## src/rtl/superpixel_draw_arbiter_if.sv

```systemverilog
// Requester/drawer bundle for superpixel_draw_arbiter.
// The slave modport is the arbiter's view; the master modport is the user/drawer side.
interface superpixel_draw_arbiter_if #(
  parameter int NUM_REQ        = 2,
  parameter int SPIXEL_X_WIDTH = 6,
  parameter int SPIXEL_Y_WIDTH = 6,
  parameter int COLOR_ID_WIDTH = 8
);
  logic [NUM_REQ-1:0]                req_vld;
  logic [NUM_REQ*SPIXEL_X_WIDTH-1:0] req_x;
  logic [NUM_REQ*SPIXEL_Y_WIDTH-1:0] req_y;
  logic [NUM_REQ*COLOR_ID_WIDTH-1:0] req_data;
  logic [NUM_REQ-1:0]                req_ack;
  logic [NUM_REQ-1:0]                req_done;
  logic [SPIXEL_X_WIDTH-1:0]         draw_x;
  logic [SPIXEL_Y_WIDTH-1:0]         draw_y;
  logic [COLOR_ID_WIDTH-1:0]         draw_data;
  logic                              draw_vld;
  logic                              draw_done;
  logic                              busy;
  logic                              err;
  logic                              clr_req;
  logic [COLOR_ID_WIDTH-1:0]         clr_color;
  logic                              clr_done;

  modport slave (
    input  req_vld, req_x, req_y, req_data, draw_done, clr_req, clr_color,
    output req_ack, req_done, draw_x, draw_y, draw_data, draw_vld, busy, err, clr_done
  );

  modport master (
    output req_vld, req_x, req_y, req_data, draw_done, clr_req, clr_color,
    input  req_ack, req_done, draw_x, draw_y, draw_data, draw_vld, busy, err, clr_done
  );
endinterface

```

## src/rtl/superpixel_draw_arbiter.sv

```systemverilog
// Round-robin arbiter sharing one superpixel drawer among NUM_REQ requesters.
// Define SPIXEL_ARB_CLEAR_EN to add the clear-screen sequencer (CLR_ISSUE/CLR_WAIT).
//
// state        | meaning
// ST_IDLE      | arbitrate requesters (or start a clear)
// ST_WAIT      | command issued, waiting for draw_done or watchdog
// ST_CLR_ISSUE | pulse draw_vld for the current clear superpixel
// ST_CLR_WAIT  | waiting for draw_done of a clear superpixel
module superpixel_draw_arbiter #(
  parameter int NUM_REQ        = 2,
  parameter int SPIXEL_X_WIDTH = 6,
  parameter int SPIXEL_Y_WIDTH = 6,
  parameter logic [SPIXEL_X_WIDTH-1:0] SPIXEL_X_MAX = 6'd63,
  parameter logic [SPIXEL_Y_WIDTH-1:0] SPIXEL_Y_MAX = 6'd47,
  parameter int COLOR_ID_WIDTH = 8,
  parameter int TIMEOUT_CYCLES = 1023,
  parameter int TO_CNT_WIDTH   = 10
) (
  input logic clk,
  input logic rst,
  superpixel_draw_arbiter_if.slave bus
);
  localparam int GW = $clog2(NUM_REQ);
  localparam logic [GW-1:0]           LAST_INIT = GW'(NUM_REQ - 1);
  localparam logic [TO_CNT_WIDTH-1:0] TO_LOAD   = TO_CNT_WIDTH'(TIMEOUT_CYCLES);

`ifdef SPIXEL_ARB_CLEAR_EN
  typedef enum logic [1:0] {ST_IDLE, ST_WAIT, ST_CLR_ISSUE, ST_CLR_WAIT} state_t;
`else
  typedef enum logic {ST_IDLE, ST_WAIT} state_t;
`endif

  state_t state_q, state_nxt;

  logic [GW-1:0]             last_grant_q, last_grant_nxt;
  logic [GW-1:0]             cur_grant_q, cur_grant_nxt;
  logic [TO_CNT_WIDTH-1:0]   to_cnt_q, to_cnt_nxt;
  logic [NUM_REQ-1:0]        rej_pend_q, rej_pend_nxt;
  logic [NUM_REQ-1:0]        ack_q, ack_nxt;
  logic [NUM_REQ-1:0]        done_q, done_nxt;
  logic                      vld_q, vld_nxt;
  logic                      err_q, err_nxt;
  logic                      busy_q;
  logic [SPIXEL_X_WIDTH-1:0] dx_q, dx_nxt;
  logic [SPIXEL_Y_WIDTH-1:0] dy_q, dy_nxt;
  logic [COLOR_ID_WIDTH-1:0] dd_q, dd_nxt;

`ifdef SPIXEL_ARB_CLEAR_EN
  logic [SPIXEL_X_WIDTH-1:0] cx_q, cx_nxt;
  logic [SPIXEL_Y_WIDTH-1:0] cy_q, cy_nxt;
  logic [COLOR_ID_WIDTH-1:0] col_q, col_nxt;
  logic                      clr_done_q, clr_done_nxt;
`else
  logic unused_clr;
  assign unused_clr = ^{bus.clr_req, bus.clr_color};
`endif

  logic [NUM_REQ-1:0]        eligible;
  logic                      found;
  logic [GW-1:0]             gnt, idx;
  logic [SPIXEL_X_WIDTH-1:0] gx;
  logic [SPIXEL_Y_WIDTH-1:0] gy;
  logic [COLOR_ID_WIDTH-1:0] gd;
  logic                      in_range;
  logic [NUM_REQ-1:0]        gnt_1h, cur_1h;
  logic                      wd_expire;

  // The acked requester still shows req_vld during the ack cycle; mask it out.
  always_comb begin
    eligible = bus.req_vld & ~ack_q;
    found    = 1'b0;
    gnt      = '0;
    idx      = '0;
    for (int off = 1; off <= NUM_REQ; off++) begin
      idx = GW'((int'(last_grant_q) + off) % NUM_REQ);
      if (!found && eligible[idx]) begin
        found = 1'b1;
        gnt   = idx;
      end
    end
  end

  assign gx        = bus.req_x[int'(gnt)*SPIXEL_X_WIDTH +: SPIXEL_X_WIDTH];
  assign gy        = bus.req_y[int'(gnt)*SPIXEL_Y_WIDTH +: SPIXEL_Y_WIDTH];
  assign gd        = bus.req_data[int'(gnt)*COLOR_ID_WIDTH +: COLOR_ID_WIDTH];
  assign in_range  = (gx <= SPIXEL_X_MAX) && (gy <= SPIXEL_Y_MAX);
  assign gnt_1h    = NUM_REQ'(1) << gnt;
  assign cur_1h    = NUM_REQ'(1) << cur_grant_q;
  assign wd_expire = (TIMEOUT_CYCLES != 0) && (to_cnt_q == TO_CNT_WIDTH'(1));

  always_comb begin
    state_nxt      = state_q;
    last_grant_nxt = last_grant_q;
    cur_grant_nxt  = cur_grant_q;
    to_cnt_nxt     = to_cnt_q;
    rej_pend_nxt   = '0;
    ack_nxt        = '0;
    done_nxt       = rej_pend_q;
    vld_nxt        = 1'b0;
    err_nxt        = 1'b0;
    dx_nxt         = dx_q;
    dy_nxt         = dy_q;
    dd_nxt         = dd_q;
`ifdef SPIXEL_ARB_CLEAR_EN
    cx_nxt         = cx_q;
    cy_nxt         = cy_q;
    col_nxt        = col_q;
    clr_done_nxt   = 1'b0;
`endif
    case (state_q)
      ST_IDLE: begin
`ifdef SPIXEL_ARB_CLEAR_EN
        if (bus.clr_req) begin
          cx_nxt    = '0;
          cy_nxt    = '0;
          col_nxt   = bus.clr_color;
          state_nxt = ST_CLR_ISSUE;
        end else
`endif
        if (found) begin
          ack_nxt        = gnt_1h;
          last_grant_nxt = gnt;
          if (in_range) begin
            dx_nxt        = gx;
            dy_nxt        = gy;
            dd_nxt        = gd;
            vld_nxt       = 1'b1;
            cur_grant_nxt = gnt;
            to_cnt_nxt    = TO_LOAD;
            state_nxt     = ST_WAIT;
          end else begin
            err_nxt      = 1'b1;
            rej_pend_nxt = gnt_1h;
          end
        end
      end
      ST_WAIT: begin
        if (bus.draw_done) begin
          done_nxt  = cur_1h;
          state_nxt = ST_IDLE;
        end else if (wd_expire) begin
          err_nxt   = 1'b1;
          done_nxt  = cur_1h;
          state_nxt = ST_IDLE;
        end else if (to_cnt_q != '0) begin
          to_cnt_nxt = to_cnt_q - TO_CNT_WIDTH'(1);
        end
      end
`ifdef SPIXEL_ARB_CLEAR_EN
      ST_CLR_ISSUE: begin
        dx_nxt     = cx_q;
        dy_nxt     = cy_q;
        dd_nxt     = col_q;
        vld_nxt    = 1'b1;
        to_cnt_nxt = TO_LOAD;
        state_nxt  = ST_CLR_WAIT;
      end
      ST_CLR_WAIT: begin
        if (bus.draw_done) begin
          if (cx_q == SPIXEL_X_MAX && cy_q == SPIXEL_Y_MAX) begin
            clr_done_nxt = 1'b1;
            state_nxt    = ST_IDLE;
          end else begin
            if (cx_q == SPIXEL_X_MAX) begin
              cx_nxt = '0;
              cy_nxt = cy_q + SPIXEL_Y_WIDTH'(1);
            end else begin
              cx_nxt = cx_q + SPIXEL_X_WIDTH'(1);
            end
            state_nxt = ST_CLR_ISSUE;
          end
        end else if (wd_expire) begin
          err_nxt   = 1'b1;
          state_nxt = ST_IDLE;
        end else if (to_cnt_q != '0) begin
          to_cnt_nxt = to_cnt_q - TO_CNT_WIDTH'(1);
        end
      end
`endif
      default: state_nxt = ST_IDLE;
    endcase
  end

  always_ff @(posedge clk) begin
    if (rst) state_q <= ST_IDLE;
    else     state_q <= state_nxt;
  end

  always_ff @(posedge clk) begin
    if (rst) begin
      last_grant_q <= LAST_INIT;
      cur_grant_q  <= '0;
      to_cnt_q     <= '0;
      rej_pend_q   <= '0;
      ack_q        <= '0;
      done_q       <= '0;
      vld_q        <= 1'b0;
      err_q        <= 1'b0;
      busy_q       <= 1'b0;
      dx_q         <= '0;
      dy_q         <= '0;
      dd_q         <= '0;
`ifdef SPIXEL_ARB_CLEAR_EN
      cx_q         <= '0;
      cy_q         <= '0;
      col_q        <= '0;
      clr_done_q   <= 1'b0;
`endif
    end else begin
      last_grant_q <= last_grant_nxt;
      cur_grant_q  <= cur_grant_nxt;
      to_cnt_q     <= to_cnt_nxt;
      rej_pend_q   <= rej_pend_nxt;
      ack_q        <= ack_nxt;
      done_q       <= done_nxt;
      vld_q        <= vld_nxt;
      err_q        <= err_nxt;
      busy_q       <= (state_nxt != ST_IDLE);
      dx_q         <= dx_nxt;
      dy_q         <= dy_nxt;
      dd_q         <= dd_nxt;
`ifdef SPIXEL_ARB_CLEAR_EN
      cx_q         <= cx_nxt;
      cy_q         <= cy_nxt;
      col_q        <= col_nxt;
      clr_done_q   <= clr_done_nxt;
`endif
    end
  end

  assign bus.req_ack   = ack_q;
  assign bus.req_done  = done_q;
  assign bus.draw_x    = dx_q;
  assign bus.draw_y    = dy_q;
  assign bus.draw_data = dd_q;
  assign bus.draw_vld  = vld_q;
  assign bus.busy      = busy_q;
  assign bus.err       = err_q;
`ifdef SPIXEL_ARB_CLEAR_EN
  assign bus.clr_done  = clr_done_q;
`else
  assign bus.clr_done  = 1'b0;
`endif
endmodule

```

## src/flat_wrapper.sv

```systemverilog
// flat-port wrapper written by rule: the top's interface ports become plain ports
module superpixel_draw_arbiter_flat 
#(
  parameter int NUM_REQ        = 2,
  parameter int SPIXEL_X_WIDTH = 6,
  parameter int SPIXEL_Y_WIDTH = 6,
  parameter logic [SPIXEL_X_WIDTH-1:0] SPIXEL_X_MAX = 6'd63,
  parameter logic [SPIXEL_Y_WIDTH-1:0] SPIXEL_Y_MAX = 6'd47,
  parameter int COLOR_ID_WIDTH = 8,
  parameter int TIMEOUT_CYCLES = 1023,
  parameter int TO_CNT_WIDTH   = 10
)
  (clk, rst, bus_req_vld, bus_req_x, bus_req_y, bus_req_data, bus_draw_done, bus_clr_req, bus_clr_color, bus_req_ack, bus_req_done, bus_draw_x, bus_draw_y, bus_draw_data, bus_draw_vld, bus_busy, bus_err, bus_clr_done);
  superpixel_draw_arbiter_if #(.NUM_REQ(NUM_REQ), .SPIXEL_X_WIDTH(SPIXEL_X_WIDTH), .SPIXEL_Y_WIDTH(SPIXEL_Y_WIDTH), .COLOR_ID_WIDTH(COLOR_ID_WIDTH)) bus_i ();
  input logic clk;
  input logic rst;
  input wire logic [$bits(bus_i.req_vld)-1:0] bus_req_vld;
  input wire logic [$bits(bus_i.req_x)-1:0] bus_req_x;
  input wire logic [$bits(bus_i.req_y)-1:0] bus_req_y;
  input wire logic [$bits(bus_i.req_data)-1:0] bus_req_data;
  input wire logic [$bits(bus_i.draw_done)-1:0] bus_draw_done;
  input wire logic [$bits(bus_i.clr_req)-1:0] bus_clr_req;
  input wire logic [$bits(bus_i.clr_color)-1:0] bus_clr_color;
  output wire logic [$bits(bus_i.req_ack)-1:0] bus_req_ack;
  output wire logic [$bits(bus_i.req_done)-1:0] bus_req_done;
  output wire logic [$bits(bus_i.draw_x)-1:0] bus_draw_x;
  output wire logic [$bits(bus_i.draw_y)-1:0] bus_draw_y;
  output wire logic [$bits(bus_i.draw_data)-1:0] bus_draw_data;
  output wire logic [$bits(bus_i.draw_vld)-1:0] bus_draw_vld;
  output wire logic [$bits(bus_i.busy)-1:0] bus_busy;
  output wire logic [$bits(bus_i.err)-1:0] bus_err;
  output wire logic [$bits(bus_i.clr_done)-1:0] bus_clr_done;
  assign bus_i.req_vld = bus_req_vld;
  assign bus_i.req_x = bus_req_x;
  assign bus_i.req_y = bus_req_y;
  assign bus_i.req_data = bus_req_data;
  assign bus_i.draw_done = bus_draw_done;
  assign bus_i.clr_req = bus_clr_req;
  assign bus_i.clr_color = bus_clr_color;
  assign bus_req_ack = bus_i.req_ack;
  assign bus_req_done = bus_i.req_done;
  assign bus_draw_x = bus_i.draw_x;
  assign bus_draw_y = bus_i.draw_y;
  assign bus_draw_data = bus_i.draw_data;
  assign bus_draw_vld = bus_i.draw_vld;
  assign bus_busy = bus_i.busy;
  assign bus_err = bus_i.err;
  assign bus_clr_done = bus_i.clr_done;
  superpixel_draw_arbiter #(.NUM_REQ(NUM_REQ), .SPIXEL_X_WIDTH(SPIXEL_X_WIDTH), .SPIXEL_Y_WIDTH(SPIXEL_Y_WIDTH), .SPIXEL_X_MAX(SPIXEL_X_MAX), .SPIXEL_Y_MAX(SPIXEL_Y_MAX), .COLOR_ID_WIDTH(COLOR_ID_WIDTH), .TIMEOUT_CYCLES(TIMEOUT_CYCLES), .TO_CNT_WIDTH(TO_CNT_WIDTH)) u_core (.clk(clk), .rst(rst), .bus(bus_i));
endmodule
```

## config.mk

```make
export PLATFORM = sky130hd
export DESIGN_NAME = superpixel_draw_arbiter_flat
export DESIGN_NICKNAME = d
export VERILOG_FILES = /design/src/rtl/superpixel_draw_arbiter_if.sv /design/src/rtl/superpixel_draw_arbiter.sv /design/src/flat_wrapper.sv
export SDC_FILE = /design/constraint.sdc
export NUM_CORES = 1
export LEC_CHECK = 0
export CAP_MARGIN = 20
export CORE_MARGIN = 2
export CORE_UTILIZATION = 40
export CTS_BUF_LIST = sky130_fd_sc_hd__clkbuf_8
export DETAILED_ROUTE_END_ITERATION = 6
export PLACE_DENSITY = 0.79
export SKIP_LAST_GASP = 1
export SYNTH_ARGS = -nofsm -noshare
export SYNTH_HDL_FRONTEND = slang
export SYNTH_SLANG_ARGS = --single-unit
```

## constraint.sdc

```tcl
create_clock -name clk -period 1.8 [get_ports clk]
set_input_delay 0.45 -clock clk [delete_from_list [all_inputs] [get_ports clk]]
set_output_delay 0.45 -clock clk [all_outputs]
set_load 0.03 [all_outputs]
```

# ---- Word-level counts from Yosys, hierarchy flattened
# Cells that the tools add are included.
dict set report classes {
  shift 5
  n_eq_ne 6
  n_lt_le_gt_ge 4
  n_reduce_logical 10
  mux 27
  add_sub_neg 3
  multipliers 1
  n_bitwise 4
}
# cell count
set ops {}
lappend ops {{$shiftx 12x32->6} 2}
lappend ops {{$mux 10} 5}
lappend ops {{$pmux 10 s2} 1}
lappend ops {{$mux 1} 16}
lappend ops {{$shiftx 16x5->8} 1}
lappend ops {{$le 6x6->1 const B} 2}
lappend ops {{$eq 10x1->1 const B} 1}
lappend ops {{$reduce_bool 10->1} 1}
lappend ops {{$sub 10x1->10 const B} 1}
lappend ops {{$mux 2} 3}
lappend ops {{$ne 2x2->1 const B} 3}
lappend ops {{$reduce_and 5->1} 1}
lappend ops {{$lt 1x2->1 const B} 2}
lappend ops {{$ne 2x1->1 const B} 2}
lappend ops {{$pmux 1 s2} 2}
lappend ops {{$reduce_or 4->1} 1}
lappend ops {{$shl 1x1->2 const A} 2}
lappend ops {{$mul 1x2->3 const B} 1}
lappend ops {{$reduce_and 3->1} 1}
lappend ops {{$reduce_or 3->1} 1}
lappend ops {{$add 1x1->1 const B} 2}
lappend ops {{$and 2x2->2} 1}
lappend ops {{$logic_and 1x1->1} 2}
lappend ops {{$not 1->1} 2}
lappend ops {{4 further kinds} 4}
dict set report word_totals {
  regBits 41
  word_cells 72
  input_bits 54
}

# ---- Logic depth before layout (Yosys ltp)
dict set report depth {
  ltp_word 15
  mapped_depth 6
}

# ---- Least setup slack after synthesis
# No wires, ideal clock.
dict set report synth_path {
  path_type {register -> register}
  start {register u_core.to_cnt_q[0]}
  end {register u_core.to_cnt_q[1]}
  setup_time_ns 0.095
  path_buffers 0
  period_less_slack_ns 1.726
  setup_slack_ns 0.074
  stages_incl_launch_ff 7
  arrival_time_ns 1.630
  cell_sequence {dfxtp_1 inv_1 ha_1 or2_2 a311oi_1 nor2_1 a221oi_1}
}
dict set report synth_via {
  elab_chain_len 5
}
# element line
set synth_lines {}
lappend synth_lines {{start: declaration} superpixel_draw_arbiter.sv:37} ;# logic [TO_CNT_WIDTH-1:0] to_cnt_q, to_cnt_nxt;
lappend synth_lines {{start signal: assignment} superpixel_draw_arbiter.sv:212} ;# to_cnt_q <= to_cnt_nxt;
lappend synth_lines {{$sub 10x1->10} superpixel_draw_arbiter.sv:146} ;# to_cnt_nxt = to_cnt_q - TO_CNT_WIDTH'(1);
lappend synth_lines {{$mux 10} superpixel_draw_arbiter.sv:145} ;# end else if (to_cnt_q != '0) begin
lappend synth_lines {{$mux 10} superpixel_draw_arbiter.sv:141} ;# end else if (wd_expire) begin
lappend synth_lines {{$mux 10} superpixel_draw_arbiter.sv:138} ;# if (bus.draw_done) begin
lappend synth_lines {{$pmux 10 s2} superpixel_draw_arbiter.sv:110} ;# case (state_q)
# Several ways; a longest one is shown, not always the timed one. The select of a mux whose other input is x is not followed.
# A chain may end at the register's enable or synchronous reset.

# ---- Final worst setup path
dict set report layout_path {
  start {register u_core.dy_q[2] (netlist: u_core.bus.draw_y[2])}
  end {output port bus_draw_y[2]}
}
# element line
set layout_lines {}
lappend layout_lines {{start: declaration} superpixel_draw_arbiter.sv:45} ;# logic [SPIXEL_Y_WIDTH-1:0] dy_q, dy_nxt;
lappend layout_lines {{start signal: assignment} superpixel_draw_arbiter.sv:220} ;# dy_q <= dy_nxt;
lappend layout_lines {{end: declaration} flat_wrapper.sv:27} ;# output wire logic [$bits(bus_i.draw_y)-1:0] bus_draw_y;
# No word-level cell between the ends.

==> impl_metrics.ini <==
[critical_path]
crit_end = bus_draw_y[2]
cp_slowest_stage_delay_ns = 0.68
startpoint_type = register
ff2ff_path_depth = 4
end_kind = output pin
r2r_setup_slack_ns = 0.12
critPathBufInv = 1
critPathKind = reg2out
worstPathArrival_ns = 1.32
startpoint = u_core.bus.draw_y[2]$_SDFFE_PP0P_
crit_path_max_fanout = 2
slowest_stage = clkdlybuf4s50_1
crit_cells = 1
crit_chain = clkdlybuf4s50_1
r2r-end = u_core.to_cnt_q[1]$_SDFFE_PP0P_
cp.required_ns = 1.35
r2r_start = u_core.to_cnt_q[2]$_SDFFE_PP0P_
cpLargestDelayFamily = buffers and inverters

[global_route]
grt-ovfl-total = 0
antenna_found_initial = 0
track_usage_pct = 22.09
grt_pass1_vias = 2097
grt_pass1_wl_mm = 9.356
grt_max_degree = 32

[clock_tree]
cts_tree = yes
cts_buffer_depth = 2
clk_latency_ns = 0.30
cts_made_buffers = 5
ctsHoldBuffers = 0
cts_root_buf = clkbuf_8
htree_num_levels = 2
clkSinkCount = 41
cts.clk_slew.worst_paths_ns = 0.08

[sta]
whs_ns = 0.4561
slew_headroom_pct = 61.62
period_needed_ns = 1.772
setup_viol = 0
finClkSkew_ns = 0.002204
finalHoldViolCount = 0
fmax_mhz = 564.2
tightestPinTransition_ns = 0.5713
period_share_pct = 98.47
drv_slew = 0

[synthesis]
synthArstFlopShare_pct = 0
synthCells = 231
synth-seq-cells = 41
synth-edff-count = 0
synth_area_mm2 = 0.001977
ys_warn_count = 0
synth_area_per_cell_um2 = 8.558
ys.flop_type = dfxtp_1
synth_fp_nets = 287
ys_seq_area_share_pct = 41.52
synth_cell_type_count = 47

[floorplan]
rows = 25
die_w_um = 74.30
die_h_um = 74.30
core_mm2 = 0.004755
ios = 82
start_util_pct = 41.58
die_area_mm2 = 0.005520

[final_layout]
fillerInstances = 392
n_antenna_cell = 0
drive_above_1_share_pct = 20.12
final-seq-area_um2 = 824.5
multiInputGateArea_mm2 = 0.001117
final_nets = 388
area_growth_pct = 65.32
fin_util_pct = 68.74

[placement]
port_buffers = 71
hpwl_mm = 3.850
place.gp.congestion = 0.8160

[pwr]
peakVddDrop_mv = 0.4055
total_power_uw = 2873
power_density_mw_per_mm2 = 879.0
p_leak_uw = 0.001460

[detailed_routing]
wl_mm = 5.648
detail-route-antenna-nets = 0
drcViolationCount = 0
vias_per_cell = 5.255
drtIter0Drc = 81
wire_per_inst_um = 14.12
vias = 2102
drt_pre_antenna_iters = 5

[job]
cap_violations = 0

[outcome]
status = finished, final reports clean

[hold_path]
hold_path.class = reg2reg
layer usage:
metal | part of all wire, % | up-vias | track usage (%)
met5 | 0 | - | 0
met4 | 1.3 | 0 | 9.325
met2 | 51 | 61 | 38.89
li1 | - | 1053 | -
met3 | 5.8 | 5 | 5.827
met1 | 42 | 983 | 25.33
cells in the final DEF (no fill, tap or decap), types with 2 or more instances in the layout:
cell type and instances:
clkdlybuf4s50_1 54, nand2_1 43, dfxtp_1 40, buf_4 32, a21oi_1 25, a311oi_1 20, dlymetal6s2s_1 14, inv_1 10
nand3_1 7, nor2_1 5, o21ai_0 5, clkbuf_8 5, buf_12 5, nand4_1 4, xnor2_1 4, nor4_4 3
a31oi_1 3, nor3_1 3, a211o_1 3, dlygate4sd2_1 3, nor2b_4 2, nand3b_1 2, nand2b_1 2, or4_4 2
o21ai_1 2, o21a_1 2, a311oi_2 2, ha_1 2, clkinv_2 2
worst min path at each step:
stage / end / slack, ns / from / cells after the start
after floorplan: u_core.bus.req_done[1]$_SDFF_PP0_ / 0.43 / u_core.rej_pend_q[1]$_SDFF_PP0_ / 2
after global placement: u_core.bus.req_done[1]$_SDFF_PP0_ / 0.44 / u_core.rej_pend_q[1]$_SDFF_PP0_ / 2
after detailed placement: u_core.bus.req_done[1]$_SDFF_PP0_ / 0.45 / u_core.rej_pend_q[1]$_SDFF_PP0_ / 2
after CTS: u_core.bus.req_done[1]$_SDFF_PP0_ / 0.46 / u_core.rej_pend_q[1]$_SDFF_PP0_ / 2
after global routing: u_core.bus.req_done[1]$_SDFF_PP0_ / 0.47 / u_core.rej_pend_q[1]$_SDFF_PP0_ / 2
final: u_core.bus.req_done[1]$_SDFF_PP0_ / 0.46 / u_core.rej_pend_q[1]$_SDFF_PP0_ / 2
flip-flops by register name, summed over array words and instances, names as in the netlist:
name / cells
u_core.bus.err: 1
u_core.bus.req_done: 2
u_core.state_q: 1
u_core.rej_pend_q: 2
u_core.bus.draw_y: 6
u_core.last_grant_q: 1
u_core.bus.draw_vld: 1
u_core.cur_grant_q: 1
u_core.to_cnt_q: 10
u_core.bus.req_ack: 2
u_core.bus.draw_x: 6
u_core.bus.draw_data: 8
cell usage after synthesis (2+ instances only):
library cell | n | area [µm²]
a211o_1 | 3 | 26.28
inv_1 | 9 | 33.78
buf_2 | 5 | 25.02
nand3b_1 | 2 | 15.01
o21ai_0 | 5 | 25.02
nand3_1 | 7 | 35.03
buf_4 | 2 | 15.01
dfxtp_1 | 41 | 820.8
ha_1 | 2 | 25.02
nand4_1 | 4 | 25.02
nor4_4 | 2 | 42.54
or2_2 | 2 | 12.51
nor2b_1 | 2 | 12.51
o21ai_1 | 2 | 10.01
a31oi_1 | 4 | 25.02
xnor2_1 | 4 | 35.03
nand2b_1 | 2 | 12.51
nand2_1 | 43 | 161.4
a311oi_1 | 21 | 183.9
nor2_1 | 7 | 26.28
clkbuf_1 | 9 | 33.78
o21a_1 | 2 | 15.01
a21oi_1 | 25 | 125.1
nor3_1 | 3 | 15.01
area by class of cell:
type / count / share of cell area [%]
clock buffers: 5 / 2.106
clock inverters: 3 / 0.4211
inverters: 9 / 1.034
multi-input cells: 165 / 34.19
flip-flops and latches: 41 / 25.23
well taps: 67 / 2.565
repair buffers: 110 / 34.46
what timing repair did:
action,CTS,global route
cloned,1,0
hold endpoints to repair,0,0
pin swaps,1,5
buffers inserted,2,4
gates resized for setup,12,22
endpoints found under the setup margin,30,35
report_power, final:
part / internal, µW / switching (µW) / leakage [µW]
sequential: 1030 / 109 / 0.000340
clock: 263 / 321 / 0.0000491
combinational: 574 / 571 / 0.00107
through the flow:
| stage | cell area [µm²] | TNS (ns) | setup slack (ns) | instances |
|---|---|---|---|---|
| detailed placement | 3000 | -13.58 | -0.4570 | 385 |
| CTS | 3168 | -0.2472 | -0.05055 | 396 |
| finish | 3268 | 0 | 0.02759 | 400 |
| global route | 3268 | -0.008860 | -0.005442 | 400 |
| global placement | 3000 | -12.68 | -0.4279 | 385 |
| floorplan | 1977 | 0 | 0.07437 | 231 |
kinds of logic after synthesis:
family / after synthesis / share of synthesized area (%)
AOI/OAI and AO/OA: 74 / 26.39
other: 1 / 0.1897
adders and majority gates: 2 / 1.266
buffers and inverters: 25 / 5.442
xor gates and xnor gates: 4 / 1.772
muxes: 1 / 0.5063
and+or+nand+nor: 83 / 22.91
DFF: 41 / 41.52
Note: power is estimated with default switching activity, not from simulation.
